--- config.mk ---
export PLATFORM = sky130hd
export DESIGN_NAME = irq_entry_sequencer
export DESIGN_NICKNAME = d
export VERILOG_FILES = /design/src/rtl/irq_entry_sequencer.sv
export SDC_FILE = /design/constraint.sdc
export NUM_CORES = 1
export LEC_CHECK = 0
export ABC_AREA = 1
export CAP_MARGIN = 20
export CORE_ASPECT_RATIO = 0.75
export CORE_UTILIZATION = 37
export DETAILED_ROUTE_END_ITERATION = 6
export GPL_TIMING_DRIVEN = 0
export PLACE_DENSITY = 0.84
export SETUP_SLACK_MARGIN = 0.15
export SYNTH_ARGS = -nofsm -noshare
export SYNTH_HDL_FRONTEND = slang
export SYNTH_SLANG_ARGS = --single-unit
export TNS_END_PERCENT = 1
--- constraint.sdc ---
create_clock -name clk -period 6.3 [get_ports clk]
set_input_delay 1.26 -clock clk [delete_from_list [all_inputs] [get_ports clk]]
set_output_delay 1.26 -clock clk [all_outputs]
set_load 0.005 [all_outputs]
--- src/rtl/irq_entry_sequencer.sv ---
// Interrupt entry/exit sequencer: captures the controller's interrupt, waits for an
// instruction boundary, saves mepc/mcause, redirects to the trap vector and handles mret.
module irq_entry_sequencer #(
    parameter bit VECTORED_EN = 1'b1,
    parameter int CAUSE_W     = 5
) (
    input  logic        clk,
    input  logic        rstn,
    input  logic        int_i,
    input  logic [31:0] mcause_i,
    input  logic [31:0] mtvec_i,
    input  logic [31:0] mepc_i,
    input  logic [31:0] pc_i,
    input  logic        stall_i,
    input  logic        mret_i,
    output logic        stall_o,
    output logic        csr_we_o,
    output logic [31:0] mepc_o,
    output logic [31:0] mcause_o,
    output logic [1:0]  pc_sel_o,
    output logic [31:0] pc_target_o,
    output logic        int_rst_o,
    output logic        in_handler_o
);

    typedef enum logic [2:0] {
        IDLE,
        WAIT_BND,
        SAVE,
        VECTOR,
        HANDLER
    } state_t;

    localparam logic [1:0] PC_NORMAL = 2'b00;
    localparam logic [1:0] PC_TRAP   = 2'b01;
    localparam logic [1:0] PC_MEPC   = 2'b10;

    state_t               state;
    state_t               state_nxt;
    logic                 pending;
    logic [CAUSE_W-1:0]   pend_cause;
    logic [CAUSE_W-1:0]   cause_q;
    logic [31:0]          mepc_q;

    logic                 handler_exit;
    logic                 pend_hit;
    logic [CAUSE_W-1:0]   pend_src;
    logic [31:0]          cause_ext;
    logic [31:0]          vec_base;
    logic [31:0]          vec_target;

    // mepc_i is not needed: the return address reaches the core through the CSR file's own mux
    logic unused_mepc;
    assign unused_mepc = ^mepc_i;

    assign handler_exit = (state == HANDLER) && mret_i;
    // An interrupt arriving in the very mret cycle is treated like an already-pending one
    assign pend_hit     = pending || int_i;
    assign pend_src     = int_i ? mcause_i[CAUSE_W-1:0] : pend_cause;

    assign cause_ext  = {{(32-CAUSE_W){1'b0}}, cause_q};
    assign vec_base   = {mtvec_i[31:2], 2'b00};
    assign vec_target = (VECTORED_EN && (mtvec_i[1:0] == 2'b01))
                        ? (vec_base + (cause_ext << 2))
                        : vec_base;

    always_ff @(posedge clk) begin
        if (!rstn) begin
            state <= IDLE;
        end else begin
            state <= state_nxt;
        end
    end

    always_comb begin
        state_nxt = state;
        case (state)
            IDLE: begin
                if (int_i) begin
                    state_nxt = stall_i ? WAIT_BND : SAVE;
                end
            end
            WAIT_BND: begin
                if (!stall_i) begin
                    state_nxt = SAVE;
                end
            end
            SAVE:    state_nxt = VECTOR;
            VECTOR:  state_nxt = HANDLER;
            HANDLER: begin
                if (mret_i) begin
                    state_nxt = pend_hit ? WAIT_BND : IDLE;
                end
            end
            default: state_nxt = IDLE;
        endcase
    end

    always_ff @(posedge clk) begin
        if (!rstn) begin
            pending    <= 1'b0;
            pend_cause <= '0;
            cause_q    <= '0;
            mepc_q     <= '0;
        end else begin
            case (state)
                IDLE: begin
                    if (int_i) begin
                        cause_q <= mcause_i[CAUSE_W-1:0];
                        if (!stall_i) begin
                            mepc_q <= pc_i;
                        end
                    end
                end
                WAIT_BND: begin
                    if (!stall_i) begin
                        mepc_q <= pc_i;
                    end
                end
                HANDLER: begin
                    if (mret_i && pend_hit) begin
                        cause_q <= pend_src;
                    end
                end
                default: ;
            endcase

            // Single pending slot: a newer pulse overwrites, handler exit consumes it
            if (handler_exit) begin
                pending <= 1'b0;
            end else if (int_i && (state != IDLE)) begin
                pending    <= 1'b1;
                pend_cause <= mcause_i[CAUSE_W-1:0];
            end
        end
    end

    always_comb begin
        stall_o      = 1'b0;
        csr_we_o     = 1'b0;
        mepc_o       = mepc_q;
        mcause_o     = cause_ext;
        pc_sel_o     = PC_NORMAL;
        pc_target_o  = '0;
        int_rst_o    = 1'b0;
        in_handler_o = 1'b0;
        case (state)
            IDLE: begin
                if (mret_i) begin
                    pc_sel_o = PC_MEPC;
                end
            end
            SAVE: begin
                stall_o  = 1'b1;
                csr_we_o = 1'b1;
                mcause_o = {1'b1, cause_ext[30:0]};
            end
            VECTOR: begin
                stall_o     = 1'b1;
                pc_sel_o    = PC_TRAP;
                pc_target_o = vec_target;
            end
            HANDLER: begin
                in_handler_o = 1'b1;
                if (mret_i) begin
                    pc_sel_o  = PC_MEPC;
                    int_rst_o = 1'b1;
                end
            end
            default: ;
        endcase
    end

endmodule
-- Yosys cells after proc, flatten, opt, wreduce, memory -nomap -nowiden
Cells that the tools add are included.
W data, S select, Z words.
- add/subtract/negate cells: 1
- multipliers: 0
- divide/modulo/power cells: 0
- order comparisons: 0
- equality and inequality tests: 9
- shift-type cells: 0
- mux-type cells: 23
- bitwise logic cells: 2
- reductions and logical operators: 15
- operators by type and width (operator ; number):
    $mux W32 ; 5
    $pmux W32 S2 ; 1
    $add A32 B7 Y32 ; 1
    $mux W5 ; 3
    $pmux W3 S5 ; 1
    $pmux W5 S2 ; 1
    $mux W3 ; 3
    $eq A3 B2 Y1 const B ; 2
    $mux W1 ; 6
    $ne A2 B2 Y1 const B ; 3
    $reduce_and A3 Y1 ; 2
    $reduce_or A2 Y1 ; 3
    $mux W2 ; 2
    $pmux W2 S2 ; 1
    $reduce_and A2 Y1 ; 2
    $reduce_bool A2 Y1 ; 2
    $eq A3 B1 Y1 const B ; 1
    $eq A3 B3 Y1 const B ; 1
    $logic_and A1 B1 Y1 ; 3
    $logic_not A3 Y1 ; 1
    $reduce_bool A3 Y1 ; 1
    $eq A2 B1 Y1 const B ; 1
    $ne A2 B1 Y1 const B ; 1
    $not A1 Y1 ; 2
    $logic_or A1 B1 Y1 ; 1
- register bits after elaboration: 46
- bits in latches: 0
- bits in writable memories: 0
- bits in read-only memories: 0
- input port bits: 133
- output and inout bits: 102
- word-level logic and storage cells: 55
- memories kept: 0

-- Depth between registers and ports, before layout
Gate-level depths: netlist (run 1).
- depth in word-level cells: 4
- mapped depth: 11
- mapped depth without buffers: 11

-- Worst setup path before layout (run 1)
OpenSTA, ideal clock, no wires.
- kind: input-to-output
- from: in mtvec_i[2]
- to: out pc_target_o[28]
- data arrival time: 2.529 ns
- required time: 5.040 ns
- setup slack: 2.511 ns
- stages on the path: 11
- path buffers: 0
- cell sequence: ha_1 > fa_1 > nand2_1 > nand2_1 > nand3b_1 > nand2_2 > nand3_2 > nor2_2 > nand3_1 > nand2_1 > nor2_1
- longest elaborated chain between the ends: 3
- ends and longest elaborated chain (what ; line ; source):
    start: declaration ; 11 ; input logic [31:0] mtvec_i,
    $add A32 B7 Y32 ; 64 ; ? (vec_base + (cause_ext << 2))
    $mux W32 ; 64 ;
    $mux W32 ; 147 ; case (state)
    end: declaration ; 21 ; output logic [31:0] pc_target_o,
No other way between the ends.

-- Worst setup path in the final report (run 1)
Same ends and word-level chain as after synthesis.

==> report_table.html, run 1 <==
<table>
<tr><th>Metric</th><th>Value</th></tr>
<tr><th colspan="2">Die</th></tr>
<tr><td>Die area</td><td>0.00891 mm²</td></tr>
<tr><td># IOs</td><td>235</td></tr>
<tr><td>Die Y-Extent</td><td>82.0 µm</td></tr>
<tr><td>Die X-Extent</td><td>109 µm</td></tr>
<tr><td>Area of the core</td><td>0.00806 mm²</td></tr>
<tr><td>Row cnt</td><td>28</td></tr>
<tr><td>Initial standard-cell utilization of the core</td><td>0.392</td></tr>
<tr><th colspan="2">Min path</th></tr>
<tr><td>Worst hold path startpoint</td><td>pend_cause[1]</td></tr>
<tr><td>Worst min path class</td><td>reg2reg</td></tr>
<tr><td>Min-Delay Path Depth</td><td>2</td></tr>
<tr><td>Endpoint of the worst hold path</td><td>pend_cause[1]</td></tr>
<tr><th colspan="2">Critical path</th></tr>
<tr><td>Worst r2r dst</td><td>cause_q[1]</td></tr>
<tr><td>Highest net fanout along the worst path</td><td>9</td></tr>
<tr><td>Critical Path Sink Type</td><td>primary output</td></tr>
<tr><td>Number of cells traversed by the worst register-to-register path</td><td>6</td></tr>
<tr><td>Cell Chain, Critical Path</td><td>clkdlybuf4s50_1 &gt; ha_1 &gt; fa_1 &gt; nand2_1 &gt; nand2_1 &gt; nand3b_1 &gt; nand2_2 &gt; nand3_2 &gt; nor2_2 &gt; nand3_1 &gt; nand2_1 &gt; nor2_1 &gt; clkdlybuf4s50_1</td></tr>
<tr><td>Longest individual stage delay on the worst path</td><td>0.51 ns</td></tr>
<tr><td>Cell repeated most along the worst path</td><td>nand2_1</td></tr>
<tr><td>Register-to-Register Setup Slack</td><td>4.80 ns</td></tr>
<tr><td>Crit-path slowest cell</td><td>clkdlybuf4s50_1</td></tr>
<tr><td>Kind of critical path</td><td>in2out</td></tr>
<tr><td>Data arrival at the endpoint of the critical path</td><td>3.65 ns</td></tr>
<tr><td>CP Launch Type</td><td>input pin</td></tr>
<tr><td>Largest delay contributor family on the critical path</td><td>buffers and inverters</td></tr>
<tr><td>Count of buffer and inverter cells on the critical path</td><td>2</td></tr>
<tr><td>Req. time, crit path</td><td>5.04 ns</td></tr>
<tr><td>Worst Setup SP</td><td>mtvec_i[2]</td></tr>
<tr><td>Crit Reg-Reg Startpoint</td><td>state[1]</td></tr>
<tr><th colspan="2">Synthesis</th></tr>
<tr><td>Leading register cell type out of synthesis</td><td>dfxtp_1</td></tr>
<tr><td>Cell accounting for the most synthesized area</td><td>dfxtp_1</td></tr>
<tr><td>Post-synth ARST share</td><td>0</td></tr>
<tr><td>Share of Yosys cell area claimed by the top area cell type</td><td>0.292</td></tr>
<tr><td>Most frequent cells after synthesis</td><td>nor2_1, nand2_1, o21ai_0</td></tr>
<tr><td>Largest cells by area after synthesis</td><td>dfxtp_1, nor2_1, nand2_1</td></tr>
<tr><td>Yosys warnings</td><td>0</td></tr>
<tr><td>Average cell area after synthesis</td><td>6.31 µm²</td></tr>
<tr><td>Cell with the most instances after synthesis</td><td>nor2_1</td></tr>
<tr><td>Post-synthesis instance area</td><td>0.00316 mm²</td></tr>
<tr><td>Post-Synthesis Cells</td><td>500</td></tr>
<tr><td>Flip-flop and latch count after synthesis</td><td>46</td></tr>
<tr><td>Unique masters post-synth</td><td>37</td></tr>
<tr><td>Sequential fraction of the synthesis area</td><td>0.292</td></tr>
<tr><td>Number of synthesized flops with an enable pin</td><td>0</td></tr>
<tr><th colspan="2">Final layout</th></tr>
<tr><td>Number of fill cells in the layout</td><td>733</td></tr>
<tr><td>Final non-filler cell area</td><td>0.00500 mm²</td></tr>
<tr><td>Diodes inserted</td><td>0</td></tr>
<tr><td>Area growth from synthesis to final layout</td><td>58.4%</td></tr>
<tr><td>Fraction of final layout cells sized beyond drive strength 1</td><td>0.113</td></tr>
<tr><td>Number of nets in the layout</td><td>819</td></tr>
<tr><th colspan="2">Clocking</th></tr>
<tr><td>H-tree depth</td><td>2</td></tr>
<tr><td>Maximum buffer depth of the clock tree</td><td>2</td></tr>
<tr><td>Root Buffer Master</td><td>clkbuf_16</td></tr>
<tr><td>CTS Hold Buffers Added</td><td>0</td></tr>
<tr><td>Cells resized by post-CTS repair</td><td>0</td></tr>
<tr><td>CTS tree</td><td>done</td></tr>
<tr><td>Clock latency reported for the late side of the worst-skew pair</td><td>0.29 ns</td></tr>
<tr><td>Number of clock sinks seen by CTS</td><td>46</td></tr>
<tr><td>CTS clk-pin slew, worst paths</td><td>0.07 ns</td></tr>
<tr><td>Number of buffers added for setup after CTS</td><td>0</td></tr>
<tr><td>Num CTS Buffers</td><td>5</td></tr>
<tr><th colspan="2">STA</th></tr>
<tr><td>Fin Hold WS</td><td>0.466 ns</td></tr>
<tr><td>Max-slew violations</td><td>0</td></tr>
<tr><td>RSZ-0062 raised after global routing</td><td>false</td></tr>
<tr><td>Number of failing hold endpoints at the final stage</td><td>0</td></tr>
<tr><td>Transition at the pin with the smallest max-transition slack</td><td>0.565 ns</td></tr>
<tr><td>Time the final worst path needs with I/O delays and setup</td><td>4.91 ns</td></tr>
<tr><td>Relative max-transition margin</td><td>0.623</td></tr>
<tr><td>Maximum clock rate</td><td>0.204 GHz</td></tr>
<tr><td>Period utilisation layout</td><td>0.779</td></tr>
<tr><td>Number of setup violations in the final report</td><td>0</td></tr>
<tr><td>Post-route setup TNS</td><td>0 ns</td></tr>
<tr><td>Worst Skew</td><td>0.00883 ns</td></tr>
<tr><th colspan="2">Power</th></tr>
<tr><td>Power after layout</td><td>0.00103 W</td></tr>
<tr><td>Power density over the cells</td><td>206 mW/mm²</td></tr>
<tr><td>Worst IR drop on VDD</td><td>0.152 mV</td></tr>
<tr><td>Leakage power of the design</td><td>2.18 nW</td></tr>
<tr><th colspan="2">Global routing</th></tr>
<tr><td>Maximum number of pins on one net before global-route repair</td><td>17</td></tr>
<tr><td>Wire length of the first global-routing pass</td><td>16000 µm</td></tr>
<tr><td>Number of global-route vias before repair</td><td>3337</td></tr>
<tr><td>Global router's overall resource usage</td><td>0.231</td></tr>
<tr><td>Number of antenna violations at the first check in global routing</td><td>0</td></tr>
<tr><td>Remaining Overflow, GRT</td><td>0</td></tr>
<tr><th colspan="2">Detailed routing</th></tr>
<tr><td>Number of DRC violations after detailed-routing iteration 0</td><td>181</td></tr>
<tr><td>Post-route DRC violation count</td><td>0</td></tr>
<tr><td>Number of vias per cell</td><td>4.81</td></tr>
<tr><td>Wire length after detailed routing</td><td>10700 µm</td></tr>
<tr><td>Wire length per cell after detailed routing</td><td>13.7 µm</td></tr>
<tr><td>Remaining antenna violation count</td><td>0</td></tr>
<tr><td>Vias</td><td>3782</td></tr>
<tr><td>Pre-antenna DRT Iters</td><td>5</td></tr>
<tr><th colspan="2">Outcome</th></tr>
<tr><td>Run status</td><td>complete, no violations</td></tr>
<tr><th colspan="2">Placed design</th></tr>
<tr><td>Instance area at placement</td><td>0.00485 mm²</td></tr>
<tr><td>Quantity of I/O buffers inserted on ports</td><td>146</td></tr>
<tr><td>Final weighted congestion in routability-driven placement</td><td>0.944</td></tr>
<tr><td>HPWL reported at the end of detailed placement</td><td>8830 µm</td></tr>
<tr><th colspan="2">Flow run</th></tr>
<tr><td>Number of max-cap violations</td><td>0</td></tr>
</table>
==> worst max path at each step <==
stage	depth (start not counted)	slack, ns	endpoint
detailed placement	10	1.39	pc_target_o[18]
finish	13	1.39	pc_target_o[28]
CTS	10	1.38	pc_target_o[18]
global route	10	1.23	pc_target_o[18]
floorplan	11	2.51	pc_target_o[28]
global placement	10	1.40	pc_target_o[18]
==> layer usage <==
metal,up-vias,global-route usage,share of wire
li1,1905,-,-
met1,1686,0.304,0.44
met2,164,0.376,0.46
met3,27,0.0468,0.068
met4,0,0.0797,0.026
met5,-,0,0
==> metrics by stage <==
stage	std cells	utilization	setup slack, ns
3_5_place_dp	778	0.602	1.39
2_1_floorplan	527	-	2.51
5_1_grt	786	0.620	1.23
3_3_place_gp	778	0.602	1.40
4_1_cts	786	0.620	1.38
6_report	786	0.620	1.39
==> area by class of cell <==
type                       count  area (µm²)  share of cell area
multi-input combinational    387        1860               0.372
timing repair buffer         146        1460               0.292
sequential                    46         921               0.184
buffer                        43         284              0.0568
inverter                      51         191              0.0383
tap                          105         131              0.0263
clock buffer                   5         125              0.0250
clock inverter                 3        23.8             0.00476
==> worst register-to-register path: stages, from the launching register on <==
cell	delay (ns)
dfxtp_1	0.36
nor2_4	0.17
nand2_1	0.15
nor2_4	0.20
mux2_2	0.37
nor2_1	0.09
nor2_1	0.05
==> flip-flops by register name, indices dropped and copies added, names as in the netlist <==
register    flops
pending         1
mepc_o         32
cause_q         5
pend_cause      5
state           3
==> cells by family after synthesis <==
group	synth area share
and+or+nand+nor	0.366
AOI/OAI and AO/OA	0.132
adders and majority gates	0.0262
muxes	0.0178
xor gates and xnor gates	0.0139
buffers and inverters	0.151
other	0.00119
DFF	0.292
==> where the power goes <==
| group | switching [W] | total, W | internal (W) |
|---|---|---|---|
| clock network | 0.000119 | 0.000267 | 0.000148 |
| registers | 0.0000285 | 0.000364 | 0.000335 |
| logic | 0.000192 | 0.000400 | 0.000207 |
==> layout by cell type, fill, tap and decap left out, drive strengths merged <==
cell type / Yosys / final
a21oi: 24 / 24
a31oi: 1 / 1
and3: 1 / 1
buf: 38 / 38
clkbuf: 5 / 10
clkdlybuf4s50: 0 / 146
clkinv: 1 / 1
clkinvlp: 0 / 2
conb: 1 / 28
dfxtp: 46 / 46
fa: 1 / 1
ha: 5 / 5
inv: 50 / 51
mux2: 5 / 5
nand2: 78 / 78
nand3: 28 / 28
nand3b: 1 / 1
nand4: 12 / 12
nor2: 132 / 132
nor3: 9 / 9
nor4: 1 / 1
o21a: 1 / 1
o21ai: 51 / 51
o21bai: 2 / 2
o221ai: 1 / 1
or2: 1 / 1
xnor2: 3 / 3
xor2: 2 / 2
Power figures use the tool's default switching activity.
==> run 2: changes to the inputs <==
--- a/config.mk
+++ b/config.mk
@@ -8,10 +8,10 @@
 export ABC_AREA = 1
 export CAP_MARGIN = 20
 export CORE_ASPECT_RATIO = 0.75
-export CORE_UTILIZATION = 37
+export CORE_UTILIZATION = 31
 export DETAILED_ROUTE_END_ITERATION = 6
 export GPL_TIMING_DRIVEN = 0
-export PLACE_DENSITY = 0.84
+export PLACE_DENSITY = 0.75
 export SETUP_SLACK_MARGIN = 0.15
 export SYNTH_ARGS = -nofsm -noshare
 export SYNTH_HDL_FRONTEND = slang
==> constraint.sdc (replaced) <==
create_clock -name clk -period 4.3 [get_ports clk]
set_input_delay 0.86 -clock clk [delete_from_list [all_inputs] [get_ports clk]]
set_output_delay 0.86 -clock clk [all_outputs]
set_load 0.005 [all_outputs]
==> run 2 against run 1 <==
  * Clock power is 48% higher
  * Utilization decreased by 10 points
  * Final area up 1.7%
  * Via count grew 0.19%
  * Flip-flop and latch count stayed put
  * Final cell count up 3.4%
  * Critical path type unchanged
  * Critical endpoint is now pc_target_o[23]
==> report_table.html, run 2 (synthesis results as in run 1) <==
<table>
<tr><th>Metric</th><th>Value</th></tr>
<tr><th colspan="2">Placed design</th></tr>
<tr><td>Quantity of I/O buffers inserted on ports</td><td>146</td></tr>
<tr><td>Instance area at placement</td><td>0.00488 mm²</td></tr>
<tr><td>Final weighted congestion in routability-driven placement</td><td>0.914</td></tr>
<tr><td>Post-placement worst setup slack</td><td>0.199 ns</td></tr>
<tr><td>HPWL reported at the end of detailed placement</td><td>8740 µm</td></tr>
<tr><th colspan="2">Clocking</th></tr>
<tr><td>H-tree depth</td><td>2</td></tr>
<tr><td>Number of buffers added for setup after CTS</td><td>0</td></tr>
<tr><td>CTS clk-pin slew, worst paths</td><td>0.06 ns</td></tr>
<tr><td>Num CTS Buffers</td><td>5</td></tr>
<tr><td>Number of clock sinks seen by CTS</td><td>46</td></tr>
<tr><td>Clock latency reported for the late side of the worst-skew pair</td><td>0.29 ns</td></tr>
<tr><td>CTS tree</td><td>done</td></tr>
<tr><td>Maximum buffer depth of the clock tree</td><td>2</td></tr>
<tr><td>Root Buffer Master</td><td>clkbuf_16</td></tr>
<tr><th colspan="2">STA</th></tr>
<tr><td>Max-slew violations</td><td>0</td></tr>
<tr><td>RSZ-0062 raised after global routing</td><td>true</td></tr>
<tr><td>Worst Skew</td><td>0.00271 ns</td></tr>
<tr><td>Fin Hold WS</td><td>0.461 ns</td></tr>
<tr><td>Final worst setup slack</td><td>0.265 ns</td></tr>
<tr><td>Period utilisation layout</td><td>0.938</td></tr>
<tr><td>Relative max-transition margin</td><td>0.634</td></tr>
<tr><td>Maximum clock rate</td><td>0.248 GHz</td></tr>
<tr><td>Number of failing hold endpoints at the final stage</td><td>0</td></tr>
<tr><td>Transition at the pin with the smallest max-transition slack</td><td>0.549 ns</td></tr>
<tr><td>Time the final worst path needs with I/O delays and setup</td><td>4.03 ns</td></tr>
<tr><td>Number of setup violations in the final report</td><td>0</td></tr>
<tr><td>Post-route setup TNS</td><td>0 ns</td></tr>
<tr><th colspan="2">Outcome</th></tr>
<tr><td>Run status</td><td>complete, no violations</td></tr>
<tr><th colspan="2">Final layout</th></tr>
<tr><td>Area growth from synthesis to final layout</td><td>61.1%</td></tr>
<tr><td>Area of the multi-input gates</td><td>0.00191 mm²</td></tr>
<tr><td>Number of nets in the layout</td><td>819</td></tr>
<tr><td>Commonest cells after routing, fill and taps aside</td><td>clkdlybuf4s50_1, nor2_1, nand2_1, o21ai_0, dfxtp_1</td></tr>
<tr><td>Number of fill cells in the layout</td><td>978</td></tr>
<tr><td>Flip-flop count of the largest register, all copies and words added</td><td>32</td></tr>
<tr><td>Diodes inserted</td><td>0</td></tr>
<tr><td>Footprint of the flip-flops and latches</td><td>921 µm²</td></tr>
<tr><td>Commonest non-fill, non-tap cell in the layout</td><td>clkdlybuf4s50_1</td></tr>
<tr><td>Fraction of final layout cells sized beyond drive strength 1</td><td>0.120</td></tr>
<tr><td>Final non-filler cell area</td><td>0.00508 mm²</td></tr>
<tr><th colspan="2">Power</th></tr>
<tr><td>Worst IR drop on VDD</td><td>0.192 mV</td></tr>
<tr><td>Int Pwr</td><td>0.00103 W</td></tr>
<tr><td>Combinational cell fraction of total power</td><td>0.389</td></tr>
<tr><td>Power density over the cells</td><td>298 mW/mm²</td></tr>
<tr><td>Leakage power of the design</td><td>2.18 nW</td></tr>
<tr><td>Net Sw Frac</td><td>0.323</td></tr>
<tr><td>Net switching component of the power</td><td>0.000489 W</td></tr>
<tr><td>Power after layout</td><td>0.00152 W</td></tr>
<tr><td>Relative contribution of the clock network to total power</td><td>0.260</td></tr>
<tr><td>Part of the power in registers</td><td>0.351</td></tr>
<tr><th colspan="2">Die</th></tr>
<tr><td>Row cnt</td><td>31</td></tr>
<tr><td>Die area</td><td>0.0106 mm²</td></tr>
<tr><td># IOs</td><td>235</td></tr>
<tr><td>Die Y-Extent</td><td>89.4 µm</td></tr>
<tr><td>Die X-Extent</td><td>119 µm</td></tr>
<tr><td>Initial standard-cell utilization of the core</td><td>0.323</td></tr>
<tr><td>Area of the core</td><td>0.00977 mm²</td></tr>
<tr><th colspan="2">Min path</th></tr>
<tr><td>Worst min path class</td><td>reg2reg</td></tr>
<tr><th colspan="2">Detailed routing</th></tr>
<tr><td>Remaining antenna violation count</td><td>0</td></tr>
<tr><td>Number of vias per cell</td><td>4.66</td></tr>
<tr><td>Wire length per cell after detailed routing</td><td>13.2 µm</td></tr>
<tr><td>Vias</td><td>3789</td></tr>
<tr><td>Pre-antenna DRT Iters</td><td>4</td></tr>
<tr><td>Number of DRC violations after detailed-routing iteration 0</td><td>189</td></tr>
<tr><td>Wire length after detailed routing</td><td>10700 µm</td></tr>
<tr><td>Post-route DRC violation count</td><td>0</td></tr>
<tr><th colspan="2">Critical path</th></tr>
<tr><td>Highest net fanout along the worst path</td><td>5</td></tr>
<tr><td>Data arrival at the endpoint of the critical path</td><td>3.17 ns</td></tr>
<tr><td>Critical Path Sink Type</td><td>primary output</td></tr>
<tr><td>Req. time, crit path</td><td>3.44 ns</td></tr>
<tr><td>CP Launch Type</td><td>input pin</td></tr>
<tr><td>Kind of critical path</td><td>in2out</td></tr>
<tr><th colspan="2">Global routing</th></tr>
<tr><td>Wire length of the first global-routing pass</td><td>16200 µm</td></tr>
<tr><td>Remaining Overflow, GRT</td><td>0</td></tr>
<tr><td>Maximum number of pins on one net before global-route repair</td><td>15</td></tr>
<tr><td>Global router's overall resource usage</td><td>0.193</td></tr>
<tr><td>Number of global-route vias before repair</td><td>3396</td></tr>
<tr><td>Number of antenna violations at the first check in global routing</td><td>0</td></tr>
<tr><th colspan="2">Flow run</th></tr>
<tr><td>Number of max-cap violations</td><td>0</td></tr>
</table>
run 2: cell types whose count changed in the layout (fill, tap and decap cells not counted), moves of 2 or more:
cell     previous run  this run
nor2_4              3         6
nand3_2             3         1
nor2_1            125       122
nand3_4             0         2
run 2: per-layer routing:
metal  part of all wire  vias up  global-route usage
li1                   -     1917                   -
met1               0.45     1725               0.249
met2               0.48      134               0.329
met3              0.063       13              0.0402
met4              0.014        0              0.0541
met5                  0        -                   0
run 2: power groups by stage:
stage	clock, W	combinational [W]	sequential [W]
2_1_floorplan	0	0.000288	0.000541
3_3_place_gp	0	0.000567	0.000537
3_5_place_dp	0	0.000580	0.000541
4_1_cts	0.000401	0.000584	0.000532
5_1_grt	0.000421	0.000656	0.000541
6_report	0.000394	0.000590	0.000532
run 2: timing repair:
| action | in CTS | in global routing |
|---|---|---|
| hold buffers | 0 | 0 |
| endpoints found under the setup margin | 0 | 15 |
| gates resized for setup | 0 | 11 |
| hold endpoints to repair | 0 | 0 |
run 2: final cells by class:
cell class              instances  area share
clock inverters                 2     0.00246
inverters                      51      0.0377
well taps                     132      0.0325
clock buffers                   6      0.0273
multi-input cells             387       0.375
plain buffers                  43      0.0559
repair buffers                146       0.288
flip-flops and latches         46       0.181
run 2: per-stage QoR:
stage	utilization	cells
floorplan	-	527
global placement	0.500	805
detailed placement	0.500	805
CTS	0.515	813
global route	0.520	813
finish	0.520	813
run 2: final timing paths:
check	start	end	slack, ns	depth (start not counted)
worst max-delay path	mtvec_i[3]	pc_target_o[23]	0.27	13
worst min-delay path	pend_cause[0]	pend_cause[0]	0.46	2
worst max register to register	state[1]	mepc_o[14]	2.80	9
worst min register to register	pend_cause[0]	pend_cause[0]	0.46	2
run 2: critical path, stage by stage:
cell	delay [ns]
clkdlybuf4s50_1	0.49
ha_1	0.32
nand2_1	0.04
nand2_1	0.12
nand3_2	0.12
nand2_2	0.15
nand2_1	0.12
nor2_2	0.18
nand2_1	0.07
nand2_1	0.07
nand2_1	0.04
nor2_1	0.08
clkdlybuf4s50_1	0.52
